### src/rtl/auto_guesser.sv
// rtl/auto_guesser.sv - binary-search player driving the number-guessing game
module auto_guesser #(
    parameter int WIDTH    = 8,
    parameter int RESP_LAT = 2,
    parameter int TRY_W    = 4
) (
    input  logic             clk,
    input  logic             reset,
    input  logic             start,
    input  logic             dp_over,
    input  logic             dp_under,
    input  logic             dp_equal,
    output logic [WIDTH-1:0] guess,
    output logic             enter,
    output logic             busy,
    output logic             done,
    output logic             fail,
    output logic [WIDTH-1:0] found,
    output logic [TRY_W-1:0] tries
);

    typedef enum logic [2:0] {
        S_IDLE, S_PRESENT, S_WAIT, S_EVAL, S_DONE, S_FAIL
    } state_t;

    localparam logic [WIDTH-1:0] MAX      = '1;
    localparam logic [WIDTH-1:0] ONE      = 1;
    localparam logic [TRY_W-1:0] ONE_T    = 1;
    localparam logic [3:0]       LAT_INIT = 4'(RESP_LAT - 1);

    state_t           state_q, state_n;
    logic [WIDTH-1:0] lo_q, lo_n, hi_q, hi_n;
    logic [3:0]       cnt_q, cnt_n;
    logic [WIDTH-1:0] guess_n, found_n;
    logic [TRY_W-1:0] tries_n;
    logic             enter_n, busy_n, done_n, fail_n;
    logic             launch;
    logic [WIDTH:0]   sum;

    always_ff @(posedge clk or posedge reset) begin
        if (reset) begin
            state_q <= S_IDLE;
            lo_q    <= '0;
            hi_q    <= MAX;
            cnt_q   <= '0;
            guess   <= '0;
            enter   <= 1'b0;
            busy    <= 1'b0;
            done    <= 1'b0;
            fail    <= 1'b0;
            found   <= '0;
            tries   <= '0;
        end else begin
            state_q <= state_n;
            lo_q    <= lo_n;
            hi_q    <= hi_n;
            cnt_q   <= cnt_n;
            guess   <= guess_n;
            enter   <= enter_n;
            busy    <= busy_n;
            done    <= done_n;
            fail    <= fail_n;
            found   <= found_n;
            tries   <= tries_n;
        end
    end

    // Outputs are computed one cycle ahead so guess/enter/tries are valid
    // from the first cycle of PRESENT.
    always_comb begin
        state_n = state_q;
        lo_n    = lo_q;
        hi_n    = hi_q;
        cnt_n   = cnt_q;
        guess_n = guess;
        found_n = found;
        tries_n = tries;
        enter_n = 1'b0;
        launch  = 1'b0;
        sum     = '0;

        case (state_q)
            S_IDLE, S_DONE, S_FAIL: begin
                if (start) begin
                    lo_n    = '0;
                    hi_n    = MAX;
                    tries_n = '0;
                    launch  = 1'b1;
                end
            end
            S_PRESENT: begin
                if (RESP_LAT <= 1) begin
                    state_n = S_EVAL;
                end else begin
                    state_n = S_WAIT;
                    cnt_n   = LAT_INIT;
                end
            end
            S_WAIT: begin
                cnt_n = cnt_q - 4'd1;
                if (cnt_q <= 4'd1) state_n = S_EVAL;
            end
            S_EVAL: begin
                case ({dp_over, dp_under, dp_equal})
                    3'b001: begin
                        state_n = S_DONE;
                        found_n = guess;
                    end
                    3'b100: begin
                        if (guess == lo_q) begin
                            state_n = S_FAIL;
                        end else begin
                            hi_n   = guess - ONE;
                            launch = 1'b1;
                        end
                    end
                    3'b010: begin
                        if (guess == hi_q) begin
                            state_n = S_FAIL;
                        end else begin
                            lo_n   = guess + ONE;
                            launch = 1'b1;
                        end
                    end
                    default: state_n = S_FAIL;
                endcase
            end
            default: state_n = S_IDLE;
        endcase

        if (launch) begin
            sum     = {1'b0, lo_n} + {1'b0, hi_n};
            guess_n = sum[WIDTH:1];
            enter_n = 1'b1;
            tries_n = tries_n + ONE_T;
            state_n = S_PRESENT;
        end

        busy_n = (state_n == S_PRESENT) || (state_n == S_WAIT) || (state_n == S_EVAL);
        done_n = (state_n == S_DONE);
        fail_n = (state_n == S_FAIL);
    end

endmodule

### config.mk
export PLATFORM = sky130hd
export DESIGN_NAME = auto_guesser
export DESIGN_NICKNAME = d
export VERILOG_FILES = /design/src/rtl/auto_guesser.sv
export SDC_FILE = /design/constraint.sdc
export NUM_CORES = 1
export LEC_CHECK = 0
export CAP_MARGIN = 20
export CORE_ASPECT_RATIO = 0.6
export CORE_UTILIZATION = 45
export DETAILED_ROUTE_END_ITERATION = 8
export PLACE_DENSITY = 0.69
export SLEW_MARGIN = 30
export SYNTH_ARGS = -nofsm -noshare
export SYNTH_HDL_FRONTEND = slang
export SYNTH_SLANG_ARGS = --single-unit
### constraint.sdc
create_clock -name clk -period 8.2 [get_ports clk]
set_input_delay 0.82 -clock clk [delete_from_list [all_inputs] [get_ports clk]]
set_output_delay 0.82 -clock clk [all_outputs]
set_load 0.1 [all_outputs]
==> impl_metrics.yaml, run 1 <==
timing:
  worst_pin_slew_ps: 972
  rsz0062_at_grt: "no"
  finalHoldViolations: 0
  slew_violations: 0
  finalSetupViolations: 0
  fmax_mhz: 261
  fin_skew_ps: 7.36
  post-route-period-util_pct: 46.8
  slew_headroom_pct: 35.0
  fin_setup_tns_ps: 0
  timing.final.crit_period_ps: 3840
floorplanning:
  die_x_um: 104
  die_y_um: 63.0
  dieArea_um2: 6530
  pin_count: 30
  rows: 21
  initial_core_util_pct: 48.3
  coreArea_um2: 5780
synth:
  yosys.area.top_type: "dfrtp_1"
  syn_area_per_cell_um2: 9.49
  synthesis.nets: 313
  yosysWarnings: 0
  async_flop_share_pct: 100
  synthSimpleGateAreaFrac_pct: 18.2
  synth_area_um2: 2790
  synth_top_area_share_pct: 35.0
  synth_cell_types: 57
  synth_flop_cell: "dfrtp_1"
  synth_top_family_by_area: "simple AND/OR/NAND/NOR gates"
  synthAdderAreaFrac_pct: 6.10
  synth-compound-area-share_pct: 14.2
  ys_seq_elements: 47
  muxShareOfSynthArea_pct: 3.68
  syn_inst: 294
  synth_edf_count: 0
  synthXorXnorAreaFrac_pct: 11.0
  synth.area.top_cells: "dfrtp_1, dfstp_2, xor2_1"
  yosysSeqAreaShare_pct: 42.5
critical_path:
  critPathLaunchType: "input pin"
  worstPathArrival_ps: 4030
  reg2reg_depth: 12
  cp_slowest_cell: "or4b_4"
  r2r_start: "state_q[0]"
  crit_family: "compound AO/OA/AOI/OAI gates"
  critical_path_class: "in2reg"
  worst_path_largest_cell_delay_ps: 560
  crit_buf_inv: 1
  path_cells: "clkdlybuf4s50_1, or4b_4, a21oi_4, o21ai_0, fa_1, a21o_1, a21oi_1, o21bai_1, a21oi_1, nor2b_1, o21ai_0, a21oi_1"
  critical_path_required_ps: 8390
  rrSetupSlack_ps: 4470
  crit_top_cell: "a21oi_1"
  r2r_end: "guess[7]"
  worstSetupEndpointType: "flip-flop"
  critPathMaxFanout: 15
cts:
  clock_path_buffers: 2
  cts_tree: "built"
  cts.sinks: 47
  clock_latency_ps: 310
  postCtsSetupBuffers: 0
  clk_pin_slew_ps: 90
  hold_buffers: 0
  root_buffer: "clkbuf_8"
  cts-resized-gates: 0
  htreeDepth: 2
  cts_buffers: 5
final_layout:
  layout_commonest_cell: "dfrtp_1"
  drive_gt1_share_pct: 11.1
  nets: 334
  fin_util_pct: 55.3
  diodes: 0
  fill_cells: 537
  area_growth_pct: 14.6
  final_cell_mix: "dfrtp_1, nand2_1, clkdlybuf4s50_1"
drt:
  dr.pass1.iters: 4
  ant_nets: 0
  viasPerCell: 5.41
  routed_wl_um: 6190
  detail_route.wl_per_cell_um: 15.6
  drc: 0
  via_count: 2141
  drt_iter0_markers: 166
placed_design:
  gp_congestion: 0.838
  dp_hpwl_um: 4450
  port_buffers: 29
global_route:
  track_usage_pct: 20.7
  antenna_found_initial: 0
  grt_pass1_vias: 2014
  grt.overflow.total: 0
  grt_max_degree: 48
  grt_pass1_wl_um: 10300
hold_path:
  hold_end: "found[0]"
  holdPathStages: 2
  hp-start: "found[0]"
  hold_path.class: "reg2reg"
job:
  max_cap_violations: 0
status:
  outcome: "finished, final reports clean"
final cells by class:
| class | count | area (um^2) | share of cell area [%] |
|---|---|---|---|
| Inverter | 13 | 51.3 | 1.60 |
| Tap cell | 80 | 100 | 3.13 |
| Clock inverter | 1 | 7.51 | 0.235 |
| Multi-Input combinational cell | 219 | 1490 | 46.5 |
| Timing Repair Buffer | 29 | 290 | 9.08 |
| Clock buffer | 7 | 76.3 | 2.39 |
| Sequential cell | 47 | 1190 | 37.1 |
per-stage QoR:
| step | cell area (um^2) | hold WS [ps] | instances | worst slack (ps) |
|---|---|---|---|---|
| 2_1_floorplan | 2790 | 504 | 294 | 4440 |
| 3_3_place_gp | 3110 | 471 | 388 | 4140 |
| 3_5_place_dp | 3110 | 480 | 388 | 4070 |
| 4_1_cts | 3190 | 502 | 396 | 4380 |
| 5_1_grt | 3200 | 536 | 396 | 4190 |
| 6_report | 3200 | 494 | 396 | 4360 |
metal layers:
layer	up-vias	routed length (um)	track usage, %
li1	1045	-	-
met1	1020	3120	31.1
met2	66	2510	27.3
met3	10	457	5.84
met4	0	99	8.39
met5	-	0	0
cell usage after synthesis, types with 5 or more instances:
library cell   n
nand3_1        7
clkbuf_1       8
ha_1          12
dfrtp_1       39
a21oi_1       17
nand2_1       30
dfstp_2        8
mux2_2         6
xnor2_1       17
or3_1          5
o21ai_0       24
inv_1         11
xor2_1        18
nor2_1        25
kinds of logic (layout without fill, tap and decap cells):
logic type	count (synthesis)	after routing
AO/OA/AOI/OAI	64	64
flip-flops	47	47
multiplexers	9	9
AND/OR/NAND/NOR	98	98
buffers and inverters	28	50
adder cells (fa/ha/maj)	13	13
XOR/XNOR	35	35
sequential cells by signal, indices dropped and copies added (netlist names):
signal	count
busy	1
tries	4
hi_q	8
cnt_q	4
fail	1
guess	8
lo_q	8
done	1
state_q	3
enter	1
found	8
worst max path at each step:
stage,cells past startpoint,slack [ps],end,from
after floorplan,14,4440,guess[7],guess[5]
after detailed placement,14,4070,guess[7],dp_over
after global placement,12,4140,guess[7],dp_equal
after CTS,12,4380,guess[7],dp_equal
after global routing,12,4190,guess[7],dp_under
final,12,4360,guess[7],dp_equal
worst reg2reg max path: stages (launching register included):
cell	delay [ps]
dfrtp_1	610
nand3b_1	240
or4b_4	540
a21oi_4	360
o21ai_0	300
fa_1	520
a21o_1	180
a21oi_1	230
o21bai_1	120
a21oi_1	230
nor2b_1	70
o21ai_0	140
a21oi_1	80
Power of run 1 is left out: the tool's default activity adds up to more than one toggle a clock period on the data nets, which glitch-free logic cannot reach.
==> run 2, diff against run 1 <==
==> constraint.sdc (replaced) <==
create_clock -name clk -period 3.9 [get_ports clk]
set_input_delay 0.39 -clock clk [delete_from_list [all_inputs] [get_ports clk]]
set_output_delay 0.39 -clock clk [all_outputs]
set_load 0.1 [all_outputs]
==> run 2 against run 1 <==
Net effect: clock skew is 5.4 ps higher; via count hardly changed; worst setup slack worse by 4000 ps; final area is 2.6% higher; global-route usage is 0.30 points higher; die area stayed put; core utilization is 1.4 points higher; count of clock-buffer cells in the layout is 1 lower; routed wire length is 2.1% higher; register-to-register slack worse by 4100 ps; hold slack better by 2.9 ps.
==> impl_metrics.yaml, run 2 (synthesized netlist as in run 1, its figures left out) <==
status:
  outcome: "finished, final reports clean"
final_layout:
  final_cell_mix: "dfrtp_1, nand2_1, clkdlybuf4s50_1"
  fill_cells: 515
  drive_gt1_share_pct: 13.3
  nets: 341
  diodes: 0
  area_growth_pct: 17.6
  layout_commonest_cell: "dfrtp_1"
floorplanning:
  rows: 21
  initial_core_util_pct: 48.3
  dieArea_um2: 6530
  die_x_um: 104
  coreArea_um2: 5780
  die_y_um: 63.0
  pin_count: 30
critical_path:
  cp_slowest_cell: "or4b_4"
  critPathLaunchType: "flip-flop"
  worstSetupStartpoint: "state_q[2]"
  rrSetupSlack_ps: 360
  r2r_start: "state_q[2]"
  critical_path_class: "reg2reg"
  r2r_end: "guess[7]"
  crit_top_cell: "a21oi_1"
  worstPathArrival_ps: 3730
  critPathMaxFanout: 15
  critical_path_required_ps: 4090
  reg2reg_depth: 12
  worstSetupEndpointType: "flip-flop"
  path_cells: "nand3b_1, or4b_4, a21oi_4, o21ai_0, fa_1, a21o_1, a21oi_1, o21bai_1, a21oi_1, nor2b_1, o21ai_0, a21oi_1"
  worst_path_largest_cell_delay_ps: 540
global_route:
  grt.overflow.total: 0
  grt_pass1_wl_um: 10600
  track_usage_pct: 21.0
  antenna_found_initial: 0
  grt_pass1_vias: 2079
  grt_max_degree: 48
cts:
  clock_latency_ps: 310
  cts.sinks: 47
  clock_path_buffers: 2
  cts_buffers: 5
  postCtsSetupBuffers: 0
  hold_buffers: 0
  clk_pin_slew_ps: 100
  cts-resized-gates: 0
  root_buffer: "clkbuf_8"
  cts_tree: "built"
  htreeDepth: 2
placed_design:
  gp_congestion: 0.844
  dp_hpwl_um: 4680
  port_buffers: 29
drt:
  routed_wl_um: 6320
  dr.pass1.iters: 4
  drc: 0
  ant_nets: 0
  viasPerCell: 5.32
  via_count: 2143
  detail_route.wl_per_cell_um: 15.7
  drt_iter0_markers: 163
timing:
  fin_skew_ps: 12.8
  slew_violations: 0
  rsz0062_at_grt: "no"
  timing.final.crit_period_ps: 3540
  slew_headroom_pct: 35.4
  worst_pin_slew_ps: 965
  fin_setup_tns_ps: 0
  fmax_mhz: 282
  finalSetupViolations: 0
  post-route-period-util_pct: 90.8
  finalHoldViolations: 0
job:
  max_cap_violations: 0
hold_path:
  hold_path.class: "in2async"
## run 2: per-layer routing
metal  global-route usage, %  share of wire (%)  vias up  wire length (um)
li1                        -                  -     1056                 -
met1                    32.7                 51      998              3210
met2                    28.5                 41       85              2590
met3                    5.01                7.7        4               485
met4                    5.36               0.51        0                32
met5                       0                  0        -                 0
## run 2: how the worst max path moves through the flow
stage                           to  slack, ps  cells after the start
after floorplan           guess[7]        140                     14
final                     guess[7]        360                     12
after global placement    guess[7]        250                     12
after detailed placement  guess[7]        170                     12
after CTS                 guess[7]        390                     12
after global routing      guess[6]        130                     14
## run 2: metrics by stage
step	utilization, %	setup slack [ps]	hold slack [ps]	std cells	instance area (um^2)
global route	56.8	127	534	403	3280
finish	56.8	357	497	403	3280
detailed placement	54.7	173	474	395	3160
CTS	56.8	387	502	403	3280
global placement	54.7	251	470	395	3160
floorplan	-	142	504	294	2790
## run 2: cell type report
class	instances	area (um^2)	area share, %
repair buffers	36	343	10.5
flip-flops and latches	47	1190	36.2
multi-input cells	219	1480	45.2
clock buffers	6	82.6	2.52
inverters	13	51.3	1.56
well taps	80	100	3.05
clock inverters	2	35.0	1.07
## run 2: critical path, delay by kind of cell (launching register included)
family	cells	cell delay (ps)
compound gates	8	1660
simple gates	3	870
fa+ha+maj	1	520
flops	1	380
Power of run 2 is left out for the same reason.
